$ cat config.mk
export PLATFORM = sky130hd
export DESIGN_NAME = hazard_ctrl
export DESIGN_NICKNAME = d
export VERILOG_FILES = /design/src/rtl/hazard_pkg.sv /design/src/rtl/md_busy_timer.sv /design/src/rtl/hazard_ctrl.sv
export SDC_FILE = /design/constraint.sdc
export NUM_CORES = 1
export LEC_CHECK = 0
export BUFFER_PORTS_ARGS = -buffer_cell sky130_fd_sc_hd__buf_4
export CORE_MARGIN = 4
export CORE_UTILIZATION = 35
export DETAILED_ROUTE_END_ITERATION = 16
export PLACE_DENSITY = 0.77
export SKIP_LAST_GASP = 1
export SLEW_MARGIN = 15
export SYNTH_ARGS = -nofsm -noshare
export SYNTH_HDL_FRONTEND = slang
export SYNTH_HIERARCHICAL = 1
export SYNTH_SLANG_ARGS = --single-unit
$ cat constraint.sdc
create_clock -name clk -period 1.9 [get_ports clk]
set_clock_uncertainty 0.2 [all_clocks]
set_input_delay 0.095 -clock clk [delete_from_list [all_inputs] [get_ports clk]]
set_output_delay 0.095 -clock clk [all_outputs]
set_load 0.01 [all_outputs]
$ cat src/rtl/hazard_pkg.sv
// Shared types and constants for the pipeline hazard sequencer.
package hazard_pkg;

    typedef enum logic [0:0] {
        RUN,
        MD_BUSY
    } hc_state_t;

    localparam logic [4:0]  REG_ZERO          = 5'd0;
    localparam int unsigned MD_CYCLES_DEFAULT = 32;

endpackage

$ cat src/rtl/md_busy_timer.sv
// HI/LO unit occupancy timer: busy for MD_CYCLES cycles after start, done on the last one.
module md_busy_timer
    import hazard_pkg::*;
#(
    parameter int unsigned MD_CYCLES = MD_CYCLES_DEFAULT,
    parameter int unsigned CNT_W     = 6
) (
    input  logic clk,
    input  logic rst,
    input  logic start,
    output logic busy,
    output logic done
);

    hc_state_t        state_q, state_d;
    logic [CNT_W-1:0] cnt_q, cnt_d;

    always_comb begin
        busy    = (state_q == MD_BUSY) && !rst;
        done    = busy && (cnt_q == '0);
        state_d = state_q;
        cnt_d   = cnt_q;
        if (state_q == MD_BUSY) begin
            if (cnt_q == '0) begin
                state_d = RUN;
            end else begin
                cnt_d = cnt_q - CNT_W'(1);
            end
        end
        // A start in the final busy cycle reloads, so back-to-back ops have no idle gap.
        if (start) begin
            state_d = MD_BUSY;
            cnt_d   = CNT_W'(MD_CYCLES - 1);
        end
    end

    always_ff @(posedge clk) begin
        if (rst) begin
            state_q <= RUN;
            cnt_q   <= '0;
        end else begin
            state_q <= state_d;
            cnt_q   <= cnt_d;
        end
    end

endmodule

$ cat src/rtl/hazard_ctrl.sv
// Stall/flush sequencer for the 5-stage pipeline: load-use, branch and mult/div hazards.
// Optional perf counters (stall_cycles, flush_events) built when HAZARD_CTRL_PERF_EN is defined.
module hazard_ctrl
    import hazard_pkg::*;
#(
    parameter int unsigned MD_CYCLES = MD_CYCLES_DEFAULT,
    parameter int unsigned CNT_W     = 6
) (
    input  logic       clk,
    input  logic       rst,
    input  logic [4:0] rs_id,
    input  logic [4:0] rt_id,
    input  logic       uses_rs_id,
    input  logic       uses_rt_id,
    input  logic       md_start_id,
    input  logic       md_read_id,
    input  logic       mem_rd_id_ex,
    input  logic       wr_en_reg_id_ex,
    input  logic [4:0] wr_num_id_ex,
    input  logic       branch_taken_ex,
    output logic       pc_stall,
    output logic       if_id_stall,
    output logic       if_id_flush,
    output logic       id_ex_flush,
    output logic       md_busy,
    output logic       md_done
`ifdef HAZARD_CTRL_PERF_EN
    ,
    output logic [31:0] stall_cycles,
    output logic [31:0] flush_events
`endif
);

    logic lu_hazard;
    logic mh_hazard;
    logic md_issue;

    always_comb begin
        lu_hazard = mem_rd_id_ex && wr_en_reg_id_ex && (wr_num_id_ex != REG_ZERO) &&
                    ((uses_rs_id && (rs_id == wr_num_id_ex)) ||
                     (uses_rt_id && (rt_id == wr_num_id_ex)));
        // The final busy cycle forwards HI/LO, so only earlier cycles stall.
        mh_hazard = md_busy && (md_start_id || md_read_id) && !md_done;

        pc_stall    = 1'b0;
        if_id_stall = 1'b0;
        if_id_flush = 1'b0;
        id_ex_flush = 1'b0;
        if (rst) begin
            if_id_flush = 1'b1;
            id_ex_flush = 1'b1;
        end else if (branch_taken_ex) begin
            if_id_flush = 1'b1;
            id_ex_flush = 1'b1;
        end else if (lu_hazard || mh_hazard) begin
            pc_stall    = 1'b1;
            if_id_stall = 1'b1;
            id_ex_flush = 1'b1;
        end

        md_issue = md_start_id && !rst && !branch_taken_ex && !lu_hazard && !mh_hazard;
    end

    md_busy_timer #(
        .MD_CYCLES (MD_CYCLES),
        .CNT_W     (CNT_W)
    ) u_md_busy_timer (
        .clk   (clk),
        .rst   (rst),
        .start (md_issue),
        .busy  (md_busy),
        .done  (md_done)
    );

`ifdef HAZARD_CTRL_PERF_EN
    logic [31:0] stall_cycles_q, stall_cycles_d;
    logic [31:0] flush_events_q, flush_events_d;

    always_comb begin
        stall_cycles_d = stall_cycles_q;
        flush_events_d = flush_events_q;
        if (pc_stall && (stall_cycles_q != '1)) begin
            stall_cycles_d = stall_cycles_q + 32'd1;
        end
        if (branch_taken_ex && (flush_events_q != '1)) begin
            flush_events_d = flush_events_q + 32'd1;
        end
    end

    always_ff @(posedge clk) begin
        if (rst) begin
            stall_cycles_q <= '0;
            flush_events_q <= '0;
        end else begin
            stall_cycles_q <= stall_cycles_d;
            flush_events_q <= flush_events_d;
        end
    end

    assign stall_cycles = stall_cycles_q;
    assign flush_events = flush_events_q;
`else
    // Perf counters not built.
`endif

endmodule

Yosys cells after proc, flatten, opt, wreduce, memory -nomap -nowiden
Index checks and enable logic that the tools add are counted.
- add/subtract/negate cells: 1
- equality and inequality tests: 3
- muxes and demuxes: 13
- bitwise logic cells: 1
- reductions and logical operators: 27
- operator list (operator ; count):
    $mux W5 ; 3
    $logic_and A1 B1 Y1 ; 13
    $eq A5 B5 Y1 ; 2
    $mux W1 ; 10
    $logic_not A6 Y1 ; 1
    $sub A6 B1 Y6 const B ; 1
    $logic_not A1 Y1 ; 5
    $reduce_bool A5 Y1 ; 1
    $reduce_and A2 Y1 ; 2
    $logic_or A1 B1 Y1 ; 3
    $ne A2 B2 Y1 const B ; 1
    $reduce_bool A2 Y1 ; 1
    $reduce_or A2 Y1 ; 1
    $not A1 Y1 ; 1
- register bits after elaboration: 7
- bits of input ports: 24
- output and inout bits: 6
- logic and storage cells: 48

Depth between registers and ports, before layout
Gate-level depths: netlist (run 1).
- depth in word-level cells: 9
- mapped depth: 10
- gate-level depth less buffers: 10

Cells and area by module
Netlist (run 1), hierarchy kept.
- by module, submodules not included (module ; instances ; cells each ; area each (µm²) ; seq. area each (µm²)):
    md_busy_timer ; 1 ; 44 ; 380.4 ; 140.1
    hazard_ctrl ; 1 ; 27 ; 197.7 ; 0.0

Worst setup path after synthesis (run 1)
No wires, ideal clock.
- path type: reg-to-reg
- from: register u_md_busy_timer.cnt_q[0]
- to: register u_md_busy_timer.cnt_q[5]
- library setup time: 0.072 ns
- data arrival time: 1.916 ns
- setup slack: -0.287 ns
- cell stages (with the launch flop): 10
- buffers on the path: 0
- path through: dfxtp_1 -> inv_1 -> ha_1 -> nor2b_1 -> and3_1 -> nor3b_1 -> nor2_1 -> o211a_1 -> or3_1 -> mux2i_1
- word-level cells in the longest chain between the ends: 7
- ends and longest elaborated chain (element ; line ; RTL):
    start, declared ; md_busy_timer.sv:16 ; logic [CNT_W-1:0] cnt_q, cnt_d;
    start signal, assigned ; md_busy_timer.sv:43 ; cnt_q <= cnt_d;
    $logic_not A6 Y1 ; md_busy_timer.sv:20 ; done = busy && (cnt_q == '0);
    $logic_and A1 B1 Y1 ; md_busy_timer.sv:20 ;
    net md_done ; hazard_ctrl.sv:26 ; output logic md_done
    $logic_not A1 Y1 ; hazard_ctrl.sv:43 ; mh_hazard = md_busy && (md_start_id || md_read_id) && !md_done;
    $logic_and A1 B1 Y1 ; hazard_ctrl.sv:43 ;
    $logic_not A1 Y1 ; hazard_ctrl.sv:61 ; md_issue = md_start_id && !rst && !branch_taken_ex && !lu_hazard && !mh_hazard;
    $logic_and A1 B1 Y1 ; hazard_ctrl.sv:61 ;
    net md_issue ; hazard_ctrl.sv:36 ; logic md_issue;
    $reduce_or A2 Y1 (no line) ; - ;
The timed path passes the listed nets, and every way through them passes these cells.
A chain may end at the register's enable or synchronous reset.

Worst setup path in the final report (run 1)
- from: register u_md_busy_timer.cnt_q[0]
- to: register u_md_busy_timer.cnt_q[0]
- word-level cells in the longest chain between the ends: 8
- ends and longest elaborated chain (element ; line):
    $logic_not A6 Y1 (*) ; md_busy_timer.sv:20
    $logic_and A1 B1 Y1 (*) ; md_busy_timer.sv:20
    $logic_not A1 Y1 (*) ; hazard_ctrl.sv:43
    $logic_and A1 B1 Y1 (*) ; hazard_ctrl.sv:43
    $logic_not A1 Y1 (*) ; hazard_ctrl.sv:61
    $logic_and A1 B1 Y1 (*) ; hazard_ctrl.sv:61
    net md_issue ; hazard_ctrl.sv:36
    $ne A2 B2 Y1 (no line) / $reduce_bool A2 Y1 (equally long branches) ; -
    $reduce_and A2 Y1 (no line) ; -
The timed path passes the listed nets; every way through them passes the cells marked *. The select of a mux whose other input is x is not followed.

==> impl_metrics.toml, run 1 <==
[synth]
post_synth_fa_ha_maj_area_fraction_pct = 4.33
synthDistinctLibCells = 32
yosys-mux-area-fraction_pct = 1.73
synth_xor_area_share_pct = 15.2
yosysSeqAreaShare_pct = 24.2
synthesis.nets = 97
synth_compound_area_share_pct = 23.4
synth_top_family_by_area = "simple AND/OR/NAND/NOR gates"
ys_seq_elements = 7
syn_inst = 71
yosys_warnings = 6
avgSynthCellArea_um2 = 8.14
synthSimpleGateAreaFrac_pct = 25.8
syn_area_um2 = 578

[route]
wire_per_inst_um = 14.9
via_per_inst = 5.44
remaining_drc_errors = 0
drt_iter0_markers = 12
vias = 762
postRouteAntennaNets = 0
finalWirelength_um = 2080
drtPass1Iterations = 4

[power_and_ir_drop]
combPwrFrac_pct = 42.5
seq_power_share_pct = 30.6
powerDensity_nw_per_um2 = 493
power_leakage_nw = 0.503
switching_share_pct = 32.1
ir_worst_vdd_v = 0.000311
p_int_mw = 0.364
p_switching_mw = 0.172
clockPowerShare_pct = 26.9

[cells_and_area]
drive_gt1_share_pct = 57.3
nNetsFinal = 151
final-seq-area_um2 = 143
fillers = 109
antenna_cells = 0
syn_to_final_growth_pct = 87.9
multiInputGateArea_um2 = 489

[status]
status = "complete, but fails checks"
violations = "setup timing"

[floorplan]
rows = 14
fp.dieArea_um2 = 2370
die_y_um = 48.6
fp.coreArea_um2 = 1540
top_level_ports = 30
start_util_pct = 37.5
die_w_um = 48.6

[timing]
finalHoldViolCount = 0
hold_slack_ps = 157
report.final.slew_viol_count = 0
period_needed_ps = 1970
tightest_slew_ps = 316
clock.fmax_mhz = 508
slew_headroom_pct = 78.8
tns_ps = -285
post-route-period-util_pct = 104
fin_ws_ps = -67.9
setup_violations = 7
rsz0062_at_grt = "true"

[clocking]
clk_path_buf_depth = 2
htree_levels = 1
path_clk_slew_ps = 50
clock_sinks = 7
cts_made_buffers = 3
cts_tree = "done"
root_buffer = "clkbuf_4"
clk_latency_ps = 260

[critical_path]
startpoint_type = "flop"
path_class = "reg2reg"
r2r_cells = 10
cp.arrival_ps = 1910
r2r_slack_ps = -70
end_kind = "flop"
critPathRequiredTime_ps = 1840
startpoint = "u_md_busy_timer/cnt_q[0]"
r2r_start = "u_md_busy_timer/cnt_q[0]"
path_max_fanout = 4
reg2reg_to = "u_md_busy_timer/cnt_q[0]"

[place]
dp_hpwl_um = 1450
dpl_worst_slack_ps = -91.9
portBuffers = 29
gp_congestion = 0.752

[min_path]
hp-start = "md_start_id"
hold_path_depth = 4
hold_end = "u_md_busy_timer/cnt_q[1]"
hold_class = "in2reg"

[grt]
grt_max_degree = 8
grt_pass1_vias = 779
grt_pass1_wl_um = 3340
antenna_found_initial = 0
grt_usage_pct = 17.3
grt-ovfl-total = 0

[run]
drv_cap = 0
[layout make-up]
cell class	instances	area share (%)
Sequential cell	7	13.1
Tap cell	16	1.84
Multi-Input combinational cell	57	45.0
Inverter	5	1.84
Clock buffer	4	2.42
Timing Repair Buffer	51	35.7
[power by group through the flow]
stage | clock, mW | sequential [mW] | combinational [mW]
2_1_floorplan | 0 | 0.169 | 0.0843
3_3_place_gp | 0 | 0.166 | 0.183
3_5_place_dp | 0 | 0.167 | 0.188
4_1_cts | 0.142 | 0.164 | 0.202
5_1_grt | 0.159 | 0.165 | 0.246
6_report | 0.144 | 0.164 | 0.227
[metrics by stage]
stage | instances | total power [mW] | cell area [um^2] | util, %
2_1_floorplan | 71 | 0.254 | 617 | -
4_1_cts | 138 | 0.508 | 1030 | 67.0
3_3_place_gp | 129 | 0.349 | 956 | 62.0
3_5_place_dp | 129 | 0.355 | 956 | 62.0
6_report | 140 | 0.535 | 1090 | 70.5
5_1_grt | 140 | 0.570 | 1090 | 70.5
[what timing repair did]
action,4_1_cts,5_1_grt
setup endpoints to repair,3,10
gates resized for setup,2,8
cloned,0,0
pin swaps,7,2
endpoints found under the hold margin,7,0
hold buffers,2,0
setup buffers,3,2
[layer usage]
| metal | global-route usage, % | wire, um | vias to the layer above |
|---|---|---|---|
| li1 | - | - | 369 |
| met1 | 18.5 | 802 | 371 |
| met2 | 31.7 | 1140 | 15 |
| met3 | 4.91 | 75 | 7 |
| met4 | 6.28 | 58 | 0 |
| met5 | 0 | 0 | - |
[cells in the final DEF, fill, tap and decap left out, drive strengths merged, types with 2 or more instances in the layout]
cell / Yosys / routed
xor2: 8 / 8
nor3: 2 / 2
a211o: 2 / 2
o21ai: 2 / 2
clkbuf: 1 / 4
dfxtp: 7 / 7
ha: 2 / 2
inv: 4 / 4
a31oi: 2 / 2
nor2: 5 / 5
a21oi: 3 / 3
nor4: 4 / 4
or3: 4 / 4
o2111a: 2 / 2
nand2: 4 / 4
nor2b: 2 / 2
dlygate4sd3: 0 / 2
buf: 1 / 49
xnor2: 2 / 2
o31ai: 2 / 2
[state kept, by name (all words and copies together) (netlist names)]
signal and count:
u_md_busy_timer/cnt_q 6, u_md_busy_timer/state_q 1
[cell families (layout without fill, tap and decap cells)]
group / Yosys count / in the layout
and+or+nand+nor: 27 / 27
AOI/OAI and AO/OA: 17 / 17
xor gates and xnor gates: 10 / 10
DFF: 7 / 7
buffers and inverters: 7 / 60
adders and majority gates: 2 / 2
muxes: 1 / 1
[worst max-delay path by stage]
stage,end,slack [ps],cells past startpoint
after floorplan,u_md_busy_timer/cnt_q[5],-80,9
after global placement,u_md_busy_timer/cnt_q[5],-40,9
after detailed placement,u_md_busy_timer/cnt_q[0],-90,10
after CTS,u_md_busy_timer/cnt_q[0],-80,10
after global routing,u_md_busy_timer/cnt_q[5],-190,9
final,u_md_busy_timer/cnt_q[0],-70,10
[synthesized netlist by cell type (all sizes together)]
library cell / number / area, um^2
or4b: 1 / 10.0
a21oi: 3 / 15.0
a311oi: 1 / 8.76
a31oi: 2 / 12.5
nor2: 5 / 18.8
o2111a: 2 / 22.5
inv: 4 / 15.0
clkinv: 1 / 5.00
nor3: 2 / 10.0
o211a: 1 / 10.0
and3: 1 / 6.26
nor4: 4 / 25.0
or3: 4 / 25.0
buf: 1 / 7.51
and2: 1 / 6.26
xor2: 8 / 70.1
ha: 2 / 25.0
clkbuf: 1 / 3.75
nor2b: 2 / 12.5
a32oi: 1 / 8.76
dfxtp: 7 / 140
xnor2: 2 / 17.5
a211o: 2 / 17.5
o31ai: 2 / 20.0
o21ai: 2 / 10.0
mux2i: 1 / 10.0
nor3b: 1 / 7.51
nand2: 4 / 15.0
nand4: 1 / 6.26
o311a: 1 / 10.0
nand2b: 1 / 6.26
[worst max-delay path, cell delays in order (launching register included)]
cell and delay (ps):
dfxtp_2 330, inv_2 50, ha_4 150, nor2b_4 120, and3_4 180, nor3b_4 210, nor2_2 50, o211a_1 160
buf_4 170, nor3_2 170, nor4_2 50
No activity file was read; power rests on OpenSTA's default activity.
==> run 2, diff against run 1 <==
--- a/config.mk
+++ b/config.mk
@@ -10,6 +10,7 @@
 export CORE_UTILIZATION = 35
 export DETAILED_ROUTE_END_ITERATION = 16
 export PLACE_DENSITY = 0.77
+export REMOVE_ABC_BUFFERS = 1
 export SKIP_LAST_GASP = 1
 export SLEW_MARGIN = 15
 export SYNTH_ARGS = -nofsm -noshare
==> run 2 against run 1 <==
- utilization up 5.7 points
- critical path depth did not move
- fmax is 4.5% lower
- final cell count is 7.1% higher
- sequential power about the same
- worst hold slack lost 110 ps
- largest cell class unchanged
- first-iteration DRC count up 100%
- the flow still finishes with violations (setup timing)
- critical path type unchanged
- sequential share of layout area shrank 0.98 points
- clock power rose by 9%
- highest routed layer unchanged
- combinational power rose by 15%
==> impl_metrics.toml, run 2 (synthesized netlist as in run 1, its figures left out) <==
[timing]
slew_headroom_pct = 78.0
period_needed_ps = 2060
report.final.slew_viol_count = 0
finalHoldViolCount = 0
setup_violations = 10
rsz0062_at_grt = "true"
tightest_slew_ps = 328
clock.fmax_mhz = 485
fin_ws_ps = -160
post-route-period-util_pct = 108

[clocking]
path_clk_slew_ps = 70
clock_sinks = 7
cts_tree = "done"
htree_levels = 1
clk_latency_ps = 260
cts_made_buffers = 3
clk_path_buf_depth = 2
root_buffer = "clkbuf_4"

[status]
violations = "setup timing"
status = "complete, but fails checks"

[route]
remaining_drc_errors = 0
drtPass1Iterations = 4
wire_per_inst_um = 17.5
drt_iter0_markers = 24
via_per_inst = 5.77
wl_met3_um = 197
wl_met2_um = 1300
met1_length_um = 1040
top_layer = "met4"
postRouteAntennaNets = 0
vias = 866
finalWirelength_um = 2630

[cells_and_area]
final_common_cell = "buf_4"
regMostFlops = "u_md_busy_timer/cnt_q"
drive_gt1_share_pct = 60.4
largest_reg_flops = 6
mostFrequentLayoutCells = "buf_4 (59), xor2_1 (8), dfxtp_1 (5)"
multiInputGateArea_um2 = 500
final_util_pct = 76.1
antenna_cells = 0
fillers = 96
nNetsFinal = 161
fin_cells = 150
largest_registers = "u_md_busy_timer/cnt_q x6, u_md_busy_timer/state_q x1"
syn_to_final_growth_pct = 103
final-seq-area_um2 = 143

[critical_path]
critPathTopFamily = "simple AND/OR/NAND/NOR gates"
startpoint_type = "flop"
crit_cells = 10
critical-path-slowest-cell = "dfxtp_2"
path_buf_inv = 2
end_kind = "flop"
path_class = "reg2reg"
critPathMaxStageDelay_ps = 330
path_cells = "inv_2 > ha_4 > nor2b_4 > and3_4 > nor3b_4 > nor2_2 > o211a_1 > buf_6 > nor4_4 > nor4_2"
critPathRequiredTime_ps = 1840
r2r_cells = 10
cp.arrival_ps = 1990
path_max_fanout = 4

[floorplan]
top_level_ports = 30
fp.coreArea_um2 = 1540
rows = 14
fp.dieArea_um2 = 2370
die_w_um = 48.6
die_y_um = 48.6
start_util_pct = 37.5

[power_and_ir_drop]
ir_worst_vdd_v = 0.000304
seq_power_share_pct = 28.1
p_int_mw = 0.381
power_leakage_nw = 0.557
switching_share_pct = 34.2
clockPowerShare_pct = 27.0
powerDensity_nw_per_um2 = 494
combPwrFrac_pct = 44.8
p_switching_mw = 0.198

[place]
portBuffers = 29
gp_congestion = 0.829
place_inst = 133
dp_hpwl_um = 1560

[grt]
antenna_found_initial = 0
grt_max_degree = 8
grt-ovfl-total = 0
grt_pass1_wl_um = 3610
grt_pass1_vias = 841
grt_usage_pct = 18.9

[min_path]
hold_path_depth = 5
hold_class = "in2reg"

[run]
drv_cap = 0
==> run 2: cell type report <==
class	instances	share of cell area, %
multi-input combinational	57	42.6
timing repair buffer	61	39.6
sequential	7	12.2
clock buffer	4	2.24
inverter	5	1.71
tap	16	1.71
==> run 2: timing repair <==
action	in CTS	in global routing
gates cloned	0	0
gates resized for setup	12	10
endpoints found under the setup margin	10	10
pin swaps	9	9
hold buffers	1	0
setup buffers	8	4
hold endpoints to repair	6	0
==> run 2: per-stage QoR <==
step / power (mW) / hold slack, ps / setup WS, ps / setup TNS (ps) / instance area [um^2]
finish: 0.580 / 48.0 / -160 / -571 / 1170
global route: 0.621 / 48.2 / -311 / -1790 / 1170
CTS: 0.530 / 36.7 / -103 / -247 / 1090
detailed placement: 0.349 / 236 / -276 / -1500 / 947
global placement: 0.343 / 233 / -168 / -819 / 947
floorplan: 0.240 / -35.9 / -287 / -1170 / 567
==> run 2: metal layers <==
metal	vias up	track usage, %
li1	392	-
met1	410	20.6
met2	54	34.1
met3	10	3.37
met4	0	9.42
met5	-	0
==> run 2: final timing paths <==
kind	from	end	slack [ps]
max reg2reg	u_md_busy_timer/cnt_q[1]	u_md_busy_timer/cnt_q[0]	-160
min	rst	u_md_busy_timer/cnt_q[5]	50
min reg2reg	u_md_busy_timer/cnt_q[5]	u_md_busy_timer/cnt_q[5]	340
max	u_md_busy_timer/cnt_q[1]	u_md_busy_timer/cnt_q[0]	-160
==> run 2: power groups by stage <==
stage	clock [mW]	combinational, mW	sequential [mW]
global placement	0	0.179	0.164
global route	0.177	0.280	0.164
finish	0.157	0.260	0.163
detailed placement	0	0.185	0.165
floorplan	0	0.0722	0.168
CTS	0.150	0.218	0.163
==> run 2: worst register-to-register path, stage by stage, from the launching register on <==
cell and delay [ps]:
dfxtp_2 330, inv_2 50, ha_4 150, nor2b_4 120, and3_4 160, nor3b_4 210, nor2_2 50, o211a_1 180
buf_6 140, nor4_4 250, nor4_2 80
==> run 3, diff against run 2 <==
--- a/config.mk
+++ b/config.mk
@@ -9,7 +9,7 @@
 export CORE_MARGIN = 4
 export CORE_UTILIZATION = 35
 export DETAILED_ROUTE_END_ITERATION = 16
-export PLACE_DENSITY = 0.77
+export PLACE_DENSITY_LB_ADDON = 0.08
 export REMOVE_ABC_BUFFERS = 1
 export SKIP_LAST_GASP = 1
 export SLEW_MARGIN = 15
==> run 3 against run 2 <==
- the flow finishes with violations (hold timing, setup timing)
- sequential power hardly changed
- clock power fell by 8%
- final area shrank 3.8%
- routed wire length decreased by 24%
- non-clock buffer count down 8
- die area did not move
- largest cell class unchanged
==> impl_metrics.toml, run 3 (synthesized netlist as in run 1, its figures left out) <==
[power_and_ir_drop]
clockPowerShare_pct = 26.6
p_int_mw = 0.369
power_mw = 0.543
combPwrFrac_pct = 43.3
ir_worst_vdd_v = 0.000489
power_leakage_nw = 0.518
p_switching_mw = 0.174
switching_share_pct = 32.0
seq_power_share_pct = 30.1
powerDensity_nw_per_um2 = 481

[place]
place_inst = 134
gp_congestion = 0.788
dpl_worst_slack_ps = -280
portBuffers = 29
dp_hpwl_um = 1430

[critical_path]
r2r_cells = 10
cp-endpoint = "u_md_busy_timer/cnt_q[5]"
r2r_slack_ps = -200
end_kind = "flop"
r2r_start = "u_md_busy_timer/cnt_q[0]"
cp.arrival_ps = 2100
critPathRequiredTime_ps = 1890
startpoint = "u_md_busy_timer/cnt_q[0]"
path_max_fanout = 3
startpoint_type = "flop"
path_class = "reg2reg"
reg2reg_to = "u_md_busy_timer/cnt_q[5]"

[clocking]
path_clk_slew_ps = 60
root_buffer = "clkbuf_4"
cts_made_buffers = 3
htree_levels = 1
cts_tree = "done"
clk_latency_ps = 260
clock_sinks = 7
clk_path_buf_depth = 2

[grt]
grt_pass1_wl_um = 3200
grt_pass1_vias = 747
grt_max_degree = 11
grt-ovfl-total = 0
antenna_found_initial = 0
grt_usage_pct = 17.1

[timing]
tns_ps = -843
finalHoldViolCount = 6
report.final.slew_viol_count = 0
tightest_slew_ps = 467
setup_violations = 9
post-route-period-util_pct = 111
rsz0062_at_grt = "true"
slew_headroom_pct = 68.6
hold_slack_ps = -93.8
period_needed_ps = 2100
fin_ws_ps = -205
clock.fmax_mhz = 475

[cells_and_area]
fin_cells = 142
antenna_cells = 0
syn_to_final_growth_pct = 95.2
drive_gt1_share_pct = 61.1
nNetsFinal = 153
regMostFlops = "u_md_busy_timer/cnt_q"
largest_registers = "u_md_busy_timer/cnt_q x6, u_md_busy_timer/state_q x1"
mostFrequentLayoutCells = "buf_4 (50), xor2_1 (8), dfxtp_1 (5)"
final_common_cell = "buf_4"
largest_reg_flops = 6

[route]
drt_iter0_markers = 7
postRouteAntennaNets = 0
drtPass1Iterations = 4
vias = 767
via_per_inst = 5.40
wire_per_inst_um = 14.2
finalWirelength_um = 2010
remaining_drc_errors = 0

[status]
status = "complete, but fails checks"
violations = "hold timing, setup timing"

[floorplan]
start_util_pct = 37.5
fp.coreArea_um2 = 1540
rows = 14
top_level_ports = 30
die_y_um = 48.6
die_w_um = 48.6
fp.dieArea_um2 = 2370

[min_path]
hold_class = "in2reg"

[run]
drv_cap = 0
[run 3: cell types whose count changed in the layout (fill, tap and decap cells not counted), sizes merged]
cell,before,now
dlygate4sd3,1,0
buf,60,53
[run 3: cell type report]
cell class	count	area, um^2
fillers	118	413
inverters	5	20.0
clock buffers	4	26.3
repair buffers	53	409
well taps	16	20.0
flip-flops and latches	7	143
multi-input cells	57	510
[run 3: power by group through the flow]
stage,Sequential (mW),Clock [mW],Combinational (mW)
finish,0.164,0.144,0.235
global route,0.164,0.165,0.254
CTS,0.163,0.147,0.209
detailed placement,0.164,0,0.188
global placement,0.164,0,0.186
floorplan,0.168,0,0.0722
[run 3: through the flow]
| stage | cell area (um^2) | util, % |
|---|---|---|
| 3_5_place_dp | 955 | 61.9 |
| 6_report | 1130 | 73.2 |
| 5_1_grt | 1130 | 73.2 |
| 4_1_cts | 1050 | 68.4 |
| 3_3_place_gp | 955 | 61.9 |
| 2_1_floorplan | 567 | - |
[run 3: worst min path at each step]
| stage | startpoint | end | cells past startpoint | slack (ps) |
|---|---|---|---|---|
| 2_1_floorplan | rst | u_md_busy_timer/cnt_q[2] | 1 | -40 |
| 3_3_place_gp | rst | u_md_busy_timer/cnt_q[2] | 2 | 150 |
| 3_5_place_dp | rst | u_md_busy_timer/cnt_q[4] | 2 | 150 |
| 4_1_cts | rst | u_md_busy_timer/cnt_q[1] | 2 | -130 |
| 5_1_grt | rst | u_md_busy_timer/cnt_q[3] | 2 | -120 |
| 6_report | rst | u_md_busy_timer/cnt_q[3] | 2 | -90 |
[run 3: worst max-delay path, stage by stage (launching register included)]
cell and delay [ps]:
dfxtp_2 330, inv_2 50, ha_4 150, nor2b_4 120, and3_4 180, nor3b_4 210
nor2_2 70, o211a_1 180, buf_6 140, or3_1 300, mux2i_1 120
[run 3: repair_timing]
action / CTS / global route
cloned: 0 / 0
pin swaps: 10 / 5
endpoints found under the hold margin: 6 / 6
buffers inserted: 2 / 3
gates resized for setup: 16 / 10
endpoints found under the setup margin: 10 / 10
[run 3: routing by layer]
layer  wire [um]  up-vias  part of all wire (%)  track usage (%)
met5           0        -                     0                0
met4          57        0                   2.8             8.97
met3         142        8                   7.1             8.90
met1         787      349                    39             16.6
met2        1020       35                    51             29.1
li1            -      375                     -                -
